## src/rtl/fxp_pkg.sv

```systemverilog
// Shared limits and range helpers for the fxp_mult_pipe datapath.
// FXP_MULT_SAT_EN selects clamping over wrap in the formatter.
package fxp_pkg;

    localparam int FXP_MAX_W = 64;
    localparam int FXP_RW    = 2 * FXP_MAX_W + 1;

    typedef logic signed [FXP_RW-1:0] fxp_wide_t;
    typedef logic [FXP_MAX_W-1:0]     fxp_word_t;

    function automatic fxp_word_t fxp_max(input int unsigned w);
        return (fxp_word_t'(1) << (w - 1)) - fxp_word_t'(1);
    endfunction

    function automatic fxp_word_t fxp_min(input int unsigned w);
        return ~fxp_max(w);
    endfunction

    // In range exactly when everything above bit w-2 is a sign copy
    function automatic logic fxp_ovf(input fxp_wide_t r, input int unsigned w);
        fxp_wide_t hi;
        hi = r >>> (w - 1);
        return !(hi == '0 || hi == '1);
    endfunction

    function automatic fxp_word_t fxp_sat(input fxp_wide_t r, input int unsigned w);
        if (!fxp_ovf(r, w))
            return fxp_word_t'(r);
        return r[FXP_RW-1] ? fxp_min(w) : fxp_max(w);
    endfunction

endpackage

```

## src/rtl/fxp_mult_if.sv

```systemverilog
// Operand/result valid-ready bundle for fxp_mult_pipe.
// master = producer/consumer side, slave = multiplier side.
interface fxp_mult_if #(
    parameter int WIDTH = 32,
    parameter int TAG_W = 4
);
    logic             in_valid;
    logic             in_ready;
    logic [WIDTH-1:0] in_a;
    logic [WIDTH-1:0] in_b;
    logic [TAG_W-1:0] in_tag;
    logic             out_valid;
    logic             out_ready;
    logic [WIDTH-1:0] out_p;
    logic [TAG_W-1:0] out_tag;
    logic             out_ovf;

    modport master (
        output in_valid, in_a, in_b, in_tag, out_ready,
        input  in_ready, out_valid, out_p, out_tag, out_ovf
    );

    modport slave (
        input  in_valid, in_a, in_b, in_tag, out_ready,
        output in_ready, out_valid, out_p, out_tag, out_ovf
    );
endinterface

```

## src/rtl/fxp_abs_sign.sv

```systemverilog
// S1 of fxp_mult_pipe: product sign and unsigned operand magnitudes.
// The most negative input maps to 2^(WIDTH-1) without wrapping.
module fxp_abs_sign #(
    parameter int WIDTH = 32
) (
    input  logic [WIDTH-1:0] a,
    input  logic [WIDTH-1:0] b,
    output logic             sign,
    output logic [WIDTH-1:0] mag_a,
    output logic [WIDTH-1:0] mag_b
);
    assign sign  = a[WIDTH-1] ^ b[WIDTH-1];
    assign mag_a = a[WIDTH-1] ? -a : a;
    assign mag_b = b[WIDTH-1] ? -b : b;
endmodule

```

## src/rtl/fxp_mult_pipe.sv

```systemverilog
// Three-stage signed fixed-point multiplier with valid/ready and tag.
// Define FXP_MULT_SAT_EN to clamp out-of-range results instead of wrapping.
module fxp_mult_pipe
    import fxp_pkg::*;
#(
    parameter int WIDTH      = 32,
    parameter int FRAC       = 16,
    parameter int POST_SHIFT = 0,
    parameter int TAG_W      = 4
) (
    input logic       clk,
    input logic       rst_n,
    fxp_mult_if.slave bus
);
    localparam int PW = 2 * WIDTH;
    localparam int RW = PW + 1;

    typedef struct packed {
        logic             valid;
        logic             sign;
        logic [WIDTH-1:0] ma;
        logic [WIDTH-1:0] mb;
        logic [TAG_W-1:0] tag;
    } s1_t;

    typedef struct packed {
        logic             valid;
        logic             sign;
        logic [PW-1:0]    mag;
        logic [TAG_W-1:0] tag;
    } s2_t;

    s1_t s1;
    s2_t s2;

    logic                 adv;
    logic                 sign;
    logic [WIDTH-1:0]     ma;
    logic [WIDTH-1:0]     mb;
    logic [PW-1:0]        m;
    logic signed [RW-1:0] r;
    logic signed [RW-1:0] rs;
    logic                 ovf;
    logic [WIDTH-1:0]     p;

    // One global enable: a held result freezes every stage, bubbles too
    assign adv          = !bus.out_valid || bus.out_ready;
    assign bus.in_ready = adv || !rst_n;

    fxp_abs_sign #(
        .WIDTH(WIDTH)
    ) u_abs (
        .a    (bus.in_a),
        .b    (bus.in_b),
        .sign (sign),
        .mag_a(ma),
        .mag_b(mb)
    );

    always_comb begin
        m   = s2.mag >> FRAC;
        r   = s2.sign ? -$signed({1'b0, m}) : $signed({1'b0, m});
        rs  = r >>> POST_SHIFT;
        ovf = fxp_ovf(FXP_RW'(rs), WIDTH);
`ifdef FXP_MULT_SAT_EN
        p   = WIDTH'(fxp_sat(FXP_RW'(rs), WIDTH));
`else
        p   = rs[WIDTH-1:0];
`endif
    end

    always_ff @(posedge clk) begin
        if (!rst_n) begin
            s1            <= '0;
            s2            <= '0;
            bus.out_valid <= 1'b0;
            bus.out_p     <= '0;
            bus.out_tag   <= '0;
            bus.out_ovf   <= 1'b0;
        end else if (adv) begin
            s1 <= '{valid: bus.in_valid, sign: sign,
                    ma: ma, mb: mb, tag: bus.in_tag};
            s2 <= '{valid: s1.valid, sign: s1.sign,
                    mag: PW'(s1.ma) * PW'(s1.mb), tag: s1.tag};
            bus.out_valid <= s2.valid;
            bus.out_p     <= p;
            bus.out_tag   <= s2.tag;
            bus.out_ovf   <= ovf;
        end
    end

endmodule

```

## src/flat_wrapper.sv

```systemverilog
// flat-port wrapper written by rule: the top's interface ports become plain ports
module fxp_mult_pipe_flat import fxp_pkg::*;
#(
    parameter int WIDTH      = 32,
    parameter int FRAC       = 16,
    parameter int POST_SHIFT = 0,
    parameter int TAG_W      = 4
)
  (clk, rst_n, bus_in_valid, bus_in_a, bus_in_b, bus_in_tag, bus_out_ready, bus_in_ready, bus_out_valid, bus_out_p, bus_out_tag, bus_out_ovf);
  fxp_mult_if #(.WIDTH(WIDTH), .TAG_W(TAG_W)) bus_i ();
  input logic clk;
  input logic rst_n;
  input wire logic [$bits(bus_i.in_valid)-1:0] bus_in_valid;
  input wire logic [$bits(bus_i.in_a)-1:0] bus_in_a;
  input wire logic [$bits(bus_i.in_b)-1:0] bus_in_b;
  input wire logic [$bits(bus_i.in_tag)-1:0] bus_in_tag;
  input wire logic [$bits(bus_i.out_ready)-1:0] bus_out_ready;
  output wire logic [$bits(bus_i.in_ready)-1:0] bus_in_ready;
  output wire logic [$bits(bus_i.out_valid)-1:0] bus_out_valid;
  output wire logic [$bits(bus_i.out_p)-1:0] bus_out_p;
  output wire logic [$bits(bus_i.out_tag)-1:0] bus_out_tag;
  output wire logic [$bits(bus_i.out_ovf)-1:0] bus_out_ovf;
  assign bus_i.in_valid = bus_in_valid;
  assign bus_i.in_a = bus_in_a;
  assign bus_i.in_b = bus_in_b;
  assign bus_i.in_tag = bus_in_tag;
  assign bus_i.out_ready = bus_out_ready;
  assign bus_in_ready = bus_i.in_ready;
  assign bus_out_valid = bus_i.out_valid;
  assign bus_out_p = bus_i.out_p;
  assign bus_out_tag = bus_i.out_tag;
  assign bus_out_ovf = bus_i.out_ovf;
  fxp_mult_pipe #(.WIDTH(WIDTH), .FRAC(FRAC), .POST_SHIFT(POST_SHIFT), .TAG_W(TAG_W)) u_core (.clk(clk), .rst_n(rst_n), .bus(bus_i));
endmodule
```

## config.mk

```make
export PLATFORM = sky130hd
export DESIGN_NAME = fxp_mult_pipe_flat
export DESIGN_NICKNAME = d
export VERILOG_FILES = /design/src/rtl/fxp_pkg.sv /design/src/rtl/fxp_mult_if.sv /design/src/rtl/fxp_abs_sign.sv /design/src/rtl/fxp_mult_pipe.sv /design/src/flat_wrapper.sv
export SDC_FILE = /design/constraint.sdc
export NUM_CORES = 2
export LEC_CHECK = 0
export ABC_AREA = 1
export CORE_MARGIN = 4
export CORE_UTILIZATION = 55
export CTS_CLUSTER_SIZE = 30
export DETAILED_ROUTE_END_ITERATION = 8
export PLACE_DENSITY = 0.73
export SLEW_MARGIN = 20
export SYNTH_ARGS = -nofsm -noshare
export SYNTH_HDL_FRONTEND = slang
export SYNTH_HIERARCHICAL = 1
export SYNTH_SLANG_ARGS = --single-unit
```

## constraint.sdc

```tcl
create_clock -name clk -period 9.9 [get_ports clk]
set_clock_uncertainty 0.1 [all_clocks]
set_input_delay 1.485 -clock clk [delete_from_list [all_inputs] [get_ports clk]]
set_output_delay 1.485 -clock clk [all_outputs]
set_load 0.03 [all_outputs]
```

==> impl_metrics.json <==
{
  "worst_ep_arrival_time_ps": 8430,
  "crit_type": "reg2reg",
  "cts_buffers": 17,
  "p_sw_frac": 0.613,
  "wire_per_inst_um": 18.6,
  "ys_warn_count": 6,
  "fmax_mhz": 124,
  "hold_viol": 0,
  "crit_family": "adder cells",
  "dieArea_mm2": 0.0846,
  "clockRootBuffer": "clkbuf_16",
  "fin_crit_sh": 0.817,
  "synth.avg_cell_area_um2": 7.29,
  "cp.required_ps": 10240,
  "portBuffers": 110,
  "rsz0062_at_grt": "false",
  "relSlewSlack": 0.235,
  "startpoint_type": "flop",
  "postLayoutCellArea_mm2": 0.0464,
  "worstPathCellList": "buf_4 -> nand2_1 -> fa_1 -> fa_1 -> inv_1 -> fa_1 -> inv_1 -> fa_1 -> inv_1 -> fa_1 -> fa_1 -> fa_1 -> fa_1 -> ha_1 -> nand2_1 -> nor2_1 -> inv_1 -> nor2_1 -> nand3_1 -> o211ai_2 -> xor2_1 -> o21ai_0 -> inv_1",
  "cpPeakStageDelay_ps": 990,
  "fin_nets": 7165,
  "ctsHoldBuffers": 0,
  "die_w_um": 291,
  "drt_wl_total_um": 130000,
  "synth_cell_types": 44,
  "worst_setup_path_end_kind": "flop",
  "setup_violations": 0,
  "ioPinCount": 111,
  "ant_nets": 0,
  "yosysTopAreaCellShare": 0.407,
  "placed_area_mm2": 0.0458,
  "status": "complete, no violations",
  "synth.area.top_cells": "fa_1 (41%), inv_1 (15%), nand2_1 (14%), ha_1 (7.5%), dfxtp_1 (7.4%)",
  "layout_common_cells": "inv_1 (1745), nand2_1 (1603), fa_1 (895)",
  "fin_hold_ws_ps": 367,
  "initial_core_util": 0.556,
  "drive_gt1_frac": 0.0291,
  "synth_fa_ha_area_frac": 0.482,
  "critPathBufInv": 6,
  "synth_top_cell_by_area": "fa_1",
  "gp_congestion": 1.03,
  "cap_violations": 0,
  "cp_max_fo": 18,
  "irDropWorstVdd_mv": 0.276,
  "syn_area_mm2": 0.0440,
  "rows": 103,
  "cts_setup_buffers": 0,
  "yosys.area_share.simple": 0.194,
  "drc": 0,
  "fillers": 7502,
  "drtIter0Drc": 3097,
  "avgViaCountPerCell": 5.31,
  "synth_top_family_by_area": "adder cells",
  "p_sw_uw": 5990,
  "cts-resized-gates": 0,
  "final_common_cell": "inv_1",
  "synth.area.mux_share": 0,
  "grt_use_total": 0.318,
  "htree_num_levels": 4,
  "sequentialPowerShare": 0.106,
  "clkPwrFrac": 0.072,
  "pwr-share-comb": 0.822,
  "grt_overflow": 0,
  "syn_inst": 6040,
  "hpwl_um": 107000,
  "tightest_slew_ps": 1150,
  "cts_tree": "yes",
  "core_mm2": 0.0791,
  "antenna_found_initial": 2,
  "cp_slowest_cell": "dfxtp_1",
  "ys_seq_area_frac": 0.0737,
  "fin_tns_setup_ps": 0,
  "power_leakage_uw": 0.0272,
  "final.min_clock_period_ps": 8090,
  "clk_latency_ps": 510,
  "synth_nets": 7270,
  "grt_pass1_vias": 39100,
  "areaGrowthSynthToFinish_pct": 5.46,
  "synth_compound_area_frac": 0.0604,
  "ys_ff_latch": 162,
  "die_h_um": 291,
  "drt_pre_antenna_iters": 6,
  "cpMostUsedCell": "fa_1",
  "synth-main-ff-cell": "dfxtp_1",
  "grt_max_degree": 76,
  "p_int_uw": 3780,
  "synthXorXnorAreaFrac": 0.0137,
  "maxSlewViolCount": 0,
  "clock_sinks": 162,
  "async_reset_ff_frac": 0,
  "clk_path_buf_depth": 2,
  "grt_pass1_wl_um": 213000,
  "synth_edf_count": 0,
  "hold_path_class": "reg2reg",
  "vias": 37100,
  "clk_pin_slew_ps": 70,
  "p_per_area_mw_per_mm2": 210
}
routing by layer:
metal  GRT usage  up-vias  share of wire
met5           0        -       0.000092
met4       0.102        2          0.032
met3      0.0606      273          0.091
met2       0.519     1626           0.47
met1       0.433    18200           0.41
li1            -    17000              -
power by group through the flow:
stage	combinational, µW	sequential, µW	clock, µW
after global placement	7800	1030	0
after global routing	8850	1040	739
after CTS	7910	1020	722
final	8030	1030	708
after detailed placement	7790	1030	0
after floorplan	4910	950	0
worst reg2reg max path, stage by stage, from the launching register on:
cell and delay [ps]:
dfxtp_1 990, buf_4 410, nand2_1 110, fa_1 480, fa_1 530, inv_1 50, fa_1 500, inv_1 50
fa_1 470, inv_1 50, fa_1 490, fa_1 510, fa_1 610, fa_1 480, ha_1 430, nand2_1 140
nor2_1 120, inv_1 70, nor2_1 210, nand3_1 130, o211ai_2 350, xor2_1 530, o21ai_0 150, inv_1 70
worst paths after layout:
| kind | startpoint | slack, ps | cells after the start | end |
|---|---|---|---|---|
| worst max-delay path | u_core/s1[50] | 1810 | 23 | u_core/m[10] |
| worst max register to register | u_core/s1[50] | 1810 | 23 | u_core/m[10] |
| worst min register to register | u_core/bus.out_p[22] | 370 | 2 | u_core/bus.out_p[22] |
| worst min-delay path | u_core/bus.out_p[22] | 370 | 2 | u_core/bus.out_p[22] |
cells in the mapped netlist (16+ instances only):
library cell and count:
a21oi_1 146, a22o_1 64, clkbuf_1 285, dfxtp_1 162
fa_1 895, ha_1 263, inv_1 1746, nand2_1 1603
nand2_2 17, nand3_1 142, nand4_1 25, nor2_1 308
nor3_1 16, o21ai_0 148, xnor2_1 27, xor2_1 42
sequential cells by signal, summed over array words and instances (netlist names):
register and count:
u_core/bus.out_p 32, u_core/s1 70, u_core/bus.out_ovf 1, u_core/m 48
u_core/s2 6, u_core/bus.out_tag 4, u_core/bus.out_valid 1
through the flow:
stage	cells	utilization	power (µW)	setup WS (ps)
3_3_place_gp	6966	0.579	8840	1760
2_1_floorplan	6040	-	5860	3320
4_1_cts	6997	0.587	9650	1950
5_1_grt	6997	0.587	10600	1530
6_report	6998	0.587	9770	1810
3_5_place_dp	6966	0.579	8820	1990
kinds of logic after synthesis:
| kind of cell | after synthesis |
|---|---|
| simple gates | 2148 |
| buf+inv | 2058 |
| fa+ha+maj | 1158 |
| compound gates | 445 |
| xor+xnor | 69 |
| flops | 162 |
area by class of cell:
cell class / instances / area, µm² / share of cell area
Multi-Input combinational cell: 3820 / 33000 / 0.712
Inverter: 1751 / 6570 / 0.142
Sequential cell: 162 / 3260 / 0.0702
Timing Repair Buffer: 183 / 1650 / 0.0355
Tap cell: 1050 / 1310 / 0.0283
Clock buffer: 20 / 457 / 0.00984
Clock inverter: 11 / 129 / 0.00278
Antenna cell: 1 / 2.50 / 0.0000539
Note: power is estimated with default switching activity, not from simulation.
